`config.mk`:
```
export PLATFORM = sky130hd
export DESIGN_NAME = fifo_rd_serializer
export DESIGN_NICKNAME = d
export VERILOG_FILES = /design/src/rtl/fifo_rd_serializer_pkg.sv /design/src/rtl/fifo_rd_serializer.sv
export SDC_FILE = /design/constraint.sdc
export NUM_CORES = 1
export LEC_CHECK = 0
export ABC_AREA = 1
export CORE_ASPECT_RATIO = 1.5
export CORE_MARGIN = 1
export CORE_UTILIZATION = 30
export CTS_CLUSTER_SIZE = 24
export DETAILED_ROUTE_END_ITERATION = 6
export GPL_TIMING_DRIVEN = 1
export SYNTH_ARGS = -nofsm -noshare
export SYNTH_HDL_FRONTEND = slang
export SYNTH_SLANG_ARGS = --single-unit
```
`constraint.sdc`:
```
create_clock -name in_clk -period 1.7 [get_ports in_clk]
set_input_delay 0.34 -clock in_clk [delete_from_list [all_inputs] [get_ports in_clk]]
set_output_delay 0.34 -clock in_clk [all_outputs]
set_load 0.05 [all_outputs]
```
`src/rtl/fifo_rd_serializer_pkg.sv`:
```
// Shared state encodings and default widths for the FIFO read-side serializer.
// W and S defaults are reused by the FIFO instance so both sides agree.
package fifo_rd_serializer_pkg;

  typedef enum logic [1:0] {
    ST_IDLE  = 2'd0,
    ST_WAIT  = 2'd1,
    ST_SHIFT = 2'd2
  } ser_state_e;

  localparam int DEF_W = 32;
  localparam int DEF_S = 8;

endpackage

```
`src/rtl/fifo_rd_serializer.sv`:
```
// Pops W-bit words from a registered-read FIFO and streams them out as
// W/S narrow beats on a valid/ready interface, flagging the last beat.
module fifo_rd_serializer
  import fifo_rd_serializer_pkg::*;
#(
  parameter int W         = DEF_W,
  parameter int S         = DEF_S,
  parameter bit LSB_FIRST = 1'b1
) (
  input  logic         in_clk,
  input  logic         in_rst_n,
  input  logic         in_empty,
  input  logic [W-1:0] in_data,
  output logic         o_r_en,
  output logic [S-1:0] o_sdata,
  output logic         o_svalid,
  input  logic         in_sready,
  output logic         o_slast,
  output logic [15:0]  o_words
);

  localparam int N  = W / S;
  localparam int BW = (N > 1) ? $clog2(N) : 1;
  localparam logic [BW-1:0] LAST = BW'(N - 1);

  ser_state_e    state_q;
  logic [W-1:0]  sh_q;
  logic [W-1:0]  sh_d;
  logic [BW-1:0] beat_q;
  logic [15:0]   words_q;
  logic          last;

  assign last = (beat_q == LAST);

  // Next slice moves toward whichever end is emitted first
  assign sh_d = LSB_FIRST ? (sh_q >> S) : (sh_q << S);

  assign o_sdata  = LSB_FIRST ? sh_q[S-1:0] : sh_q[W-1 -: S];
  assign o_svalid = (state_q == ST_SHIFT);
  assign o_slast  = (state_q == ST_SHIFT) & last;
  assign o_words  = words_q;

  always_comb begin
    o_r_en = 1'b0;
    unique case (state_q)
      ST_IDLE:  o_r_en = ~in_empty;
      ST_SHIFT: o_r_en = in_sready & last & ~in_empty;
      default:  o_r_en = 1'b0;
    endcase
    if (!in_rst_n) o_r_en = 1'b0;
  end

  always_ff @(posedge in_clk or negedge in_rst_n) begin
    if (!in_rst_n) begin
      state_q <= ST_IDLE;
      sh_q    <= '0;
      beat_q  <= '0;
      words_q <= '0;
    end else begin
      unique case (state_q)
        ST_IDLE: begin
          if (!in_empty) state_q <= ST_WAIT;
        end
        ST_WAIT: begin
          sh_q    <= in_data;
          beat_q  <= '0;
          state_q <= ST_SHIFT;
        end
        ST_SHIFT: begin
          if (in_sready) begin
            if (last) begin
              words_q <= words_q + 16'd1;
              state_q <= in_empty ? ST_IDLE : ST_WAIT;
            end else begin
              sh_q   <= sh_d;
              beat_q <= beat_q + BW'(1);
            end
          end
        end
        default: state_q <= ST_IDLE;
      endcase
    end
  end

endmodule

```
=== Yosys cells after proc, flatten, opt, wreduce, memory -nomap -nowiden ===
Index checks and enable logic that the tools add are counted.

* Word-level logic and storage cells: 35
* Register bits: 52
* Output and inout bits: 27
* Latch bits: 0
* Memories kept: 0
* ROM bits: 0
* Memory bits (writable): 0

* $mul: 0
* Bitwise operators: 4
* $add $sub $neg: 2
* Reductions and logical operators: 5
* Shifts and indexed selects: 0
* Div/mod/pow operators: 0
* Mux-type cells: 13
* Eq/ne operators: 7
* $lt $le $gt $ge: 0

{| class="wikitable"
|+ Operator list
! cell !! number
|-
| two-way mux 32 bit || 2
|-
| case mux 32 bit (2 select lines) || 1
|-
| adder 16 x 1 -> 16 bit, second input constant || 1
|-
| two-way mux 2 bit || 5
|-
| AND reduction 3 bit || 3
|-
| case mux 2 bit (3 select lines) || 1
|-
| equality test 2 bit, second input constant || 2
|-
| != test 2 x 1 -> 1 bit, second input constant || 2
|-
| != test 2 bit, second input constant || 2
|-
| case mux 2 bit (2 select lines) || 1
|-
| bitwise AND 1 bit || 3
|-
| adder 2 x 1 -> 2 bit, second input constant || 1
|-
| equality test 2 x 1 -> 1 bit, second input constant || 1
|-
| zero test 2 bit || 1
|-
| two-way mux 1 bit || 2
|-
| case mux 1 bit (2 select lines) || 1
|-
| nonzero test 2 bit || 1
|-
| inverter 1 bit || 1
|}

=== Depth between registers and ports, before layout ===
* Word-level depth: 5
* Depth in mapped cells: 10
* Mapped depth without buffers: 9

=== Worst setup path before layout ===
Ideal clock, no wire load.

* Path type: register -> output
* Start: register state_q[0]
* End: output o_r_en
* Cell stages (with the launch flop): 9
* Required time: 1.360 ns
* Arrival time: 1.580 ns
* Setup slack: -0.220 ns
* Cell sequence: dfrtp_1 > buf_6 > inv_2 > nand2_4 > buf_2 > nor2_1 > inv_1 > nand2_1 > nor2_1

* Longest elaborated chain between the ends: 3

{| class="wikitable"
|+ RTL lines
! what !! RTL line !! text
|-
| from (decl) || fifo_rd_serializer.sv:26 || <nowiki>ser_state_e state_q;</nowiki>
|-
| from (signal assigned) || fifo_rd_serializer.sv:73 || <nowiki>state_q <= in_empty ? ST_IDLE : ST_WAIT;</nowiki>
|-
| equality test 2 bit or zero test 2 bit (tied branches) || fifo_rd_serializer.sv:45 || <nowiki>unique case (state_q)</nowiki>
|-
| case mux 1 bit (2 select lines) (*) || fifo_rd_serializer.sv:45 ||
|-
| two-way mux 1 bit (*) || fifo_rd_serializer.sv:50 || <nowiki>if (!in_rst_n) o_r_en = 1'b0;</nowiki>
|-
| to (decl) || fifo_rd_serializer.sv:14 || <nowiki>output logic o_r_en,</nowiki>
|}

Every way passes the cells marked *; elsewhere a longest branch is shown, timed or not.

=== Final worst setup path ===
* Start: register beat_q[0]
* End: output o_r_en

* Longest elaborated chain between the ends: 5

{| class="wikitable"
|+ RTL lines
! what !! RTL line !! text
|-
| from (decl) || fifo_rd_serializer.sv:29 || <nowiki>logic [BW-1:0] beat_q;</nowiki>
|-
| from (signal assigned) || fifo_rd_serializer.sv:76 || <nowiki>beat_q <= beat_q + BW'(1);</nowiki>
|-
| equality test 2 bit || fifo_rd_serializer.sv:33 || <nowiki>assign last = (beat_q == LAST);</nowiki>
|-
| bitwise AND 1 bit (2 in series) || fifo_rd_serializer.sv:47 || <nowiki>ST_SHIFT: o_r_en = in_sready & last & ~in_empty;</nowiki>
|-
| case mux 1 bit (2 select lines) || fifo_rd_serializer.sv:45 ||
|-
| two-way mux 1 bit || fifo_rd_serializer.sv:50 ||
|}

No other way between the ends.

==> reports/summary.txt <==
outcome -> finished, violations left
violated checks -> negative setup slack
Max-Slew Margin vs Limit -> 0.546
Commonest cells post-synth -> nand2_1, dfrtp_1, inv_1
Clock Skew -> 4.38 ps
Synth Area in XOR/XNOR -> 0.0267
CTS buffer count -> 5
share of cells above drive strength 1 -> 0.174
Reg area -> 0.00130 mm^2
crit share post-route -> 1.03
Multi-input gate area -> 0.00103 mm^2
dpl ws -> -130 ps
worst endpoint required time -> 1360 ps
initial detailed-routing violation count -> 87
mux share of post-synthesis cell area -> 0
Synth area leaders -> dfrtp_1, nand2_1, o21ai_0, inv_1, nor2_1
Root Buffer -> clkbuf_16
fin worst setup slack -> -44.9 ps
clk slew on worst S/H paths -> 70 ps
Adder-Cell Fraction of Synth Area -> 0.00952
vias in the first global route -> 2,098
largest net degree at the start of global routing -> 53
routed wire length per instance -> 11.2 um
startpoint class of the critical path -> register
predominant post-synthesis flop cell -> dfrtp_1
Compound-Gate Fraction of Synth Area -> 0.109
Post-synth EDFFs -> 0
Hold WC Path Type -> in2async
register area share after synthesis -> 0.495
Routed WL -> 5660 um
Synthesis Warnings -> 0
clk_lat worst skew -> 290 ps
iteration count of the initial detailed-routing pass -> 4
gpl congestion -> 0.771
RSZ-0062 raised after global routing -> true
post-synthesis async set-or-reset flop share -> 1.00
largest area contributor in the netlist -> dfrtp_1
leakage -> 1.71 nW
Top Ports -> 63
GRT Total Usage -> 0.136
post-cts hold buffer count -> 0
syn avg cell area -> 7.94 um^2
Mapped Cells -> 331
Max FO, Critical Path -> 3
drt drc -> 0
final antenna diode count -> 0
post-route ant nets -> 0
first-pass GRT wire length -> 9600 um
number of I/O port buffers -> 62
clk buf depth -> 2
vias per cell -> 4.37
via count -> 2,204
NumNets Final -> 434
Fmax achieved -> 573 MHz
Worst-Margin Slew -> 681 ps
initial antenna violation count -> 0
Post-Syn Nets -> 369
Layout area overhead -> 34.9%
global route overflow -> 0
Synth Register Bits -> 52
core area -> 0.00846 mm^2
Fin. Hold Viols -> 0
FP Rows -> 41
# Max-Cap Violations -> 0
Worst setup EP type -> output port
synthesized cell area -> 0.00263 mm^2
Peak supply drop -> 0.698 mV
Die Span Y -> 117 um
Worst EP arrival -> 1400 ps
library cells used by synthesis -> 27
PwrDens -> 1470 mW/mm^2
Fillers -> 888
Worst Setup Path Type -> reg2out
TritonCTS clock tree -> done
min Tclk post-route -> 1740 ps
Sink Count -> 52
Starting Density -> 0.310
flop-to-flop setup slack -> 220 ps
dpl hpwl -> 4030 um
count leader, synth -> nand2_1
die area -> 0.00914 mm^2
max-slew violation count -> 0
largest family of logic cells by synthesized area -> simple AND/OR/NAND/NOR gates
Post-Synth Simple-Gate Area -> 0.240
final setup fails -> 1
H-Tree Depth -> 2
chip width -> 78.4 um
Yosys top cell area share -> 0.495
fin util -> 0.419
## power by group
part / internal (W) / total (W) / switching [W]
clock: 0.000692 / 0.00115 / 0.000458
sequential: 0.00164 / 0.00181 / 0.000165
combinational: 0.000818 / 0.00226 / 0.00144
## final timing paths
check	start	cells past startpoint	endpoint
max in group asynchronous	in_rst_n	2	sh_q[16]
worst min-delay path	in_rst_n	2	o_words[13]
min in group in_clk	sh_q[1]	2	sh_q[1]
worst min register to register	sh_q[1]	2	sh_q[1]
worst max register to register	o_words[0]	6	o_words[14]
worst max-delay path	beat_q[0]	8	o_r_en
## worst max-delay path, stage by stage, from the launching register on
cell and delay (ps):
dfrtp_1 400, ha_2 200, nand2_2 70, inv_2 40
nor2_1 80, inv_1 60, nand2_2 80, nor2_4 40
buf_12 140
## final cells by class
type	instances	area share
clock buffers	5	0.0353
repair buffers	77	0.207
multi-input cells	213	0.290
clock inverters	3	0.0120
flip-flops and latches	52	0.367
inverters	47	0.0505
well taps	107	0.0378
## cells by family after synthesis
family / Yosys count
buf+inv: 66
compound gates: 53
xor+xnor: 8
simple gates: 150
flops: 52
fa+ha+maj: 2
## metal layers
| metal | share of wire | routed length [um] | GRT usage |
|---|---|---|---|
| met1 | 0.45 | 2520 | 0.160 |
| met2 | 0.48 | 2740 | 0.233 |
| met3 | 0.047 | 265 | 0.0305 |
| met4 | 0.023 | 129 | 0.0642 |
| met5 | 0 | 0 | 0 |
## flip-flops by register name, summed over array words and instances, names as in the netlist
signal,cells
sh_q,32
state_q,2
o_words,16
beat_q,2
## per-stage QoR
step           area, um^2  power, W  hold slack (ps)  instances  setup TNS (ps)
2_1_floorplan        2630   0.00356             44.4        331               0
3_3_place_gp         3360   0.00408              457        495            -194
3_5_place_dp         3360   0.00412              461        495            -360
4_1_cts              3540   0.00530              240        503           -61.3
5_1_grt              3540   0.00563              254        504            -135
6_report             3540   0.00522              192        504           -44.9
## layout by cell type, fill, tap and decap left out
cell type	synthesis	routed
ha_2	0	1
o21ai_2	4	4
xnor2_1	4	4
dfrtp_1	52	52
inv_4	1	1
buf_2	4	1
xor2_1	4	4
o21ai_1	10	10
nor3_1	1	1
ha_1	2	1
nor2_1	20	18
nand3_4	1	1
buf_4	8	36
nor2_4	1	2
clkinv_2	0	1
clkinv_1	1	1
o21bai_1	2	2
clkbuf_16	0	5
nand2_4	2	2
nor2_2	1	2
bufinv_16	0	1
inv_1	44	42
dlygate4sd2_1	0	1
nand4_1	3	3
clkdlybuf4s50_1	0	33
o21ai_0	36	36
nand3b_1	1	1
nand2_1	107	105
inv_2	1	3
buf_12	0	6
clkinvlp_4	0	1
a21oi_1	1	1
nand3_1	13	13
nand2_2	0	2
## repair_timing
| item | 4_1_cts | 5_1_grt |
|---|---|---|
| pin swaps | 1 | 2 |
| setup buffers | 0 | 1 |
| endpoints found under the setup margin | 1 | 1 |
| resized for setup | 6 | 1 |
| cloned | 0 | 0 |
(Power assumes the default switching activity.)
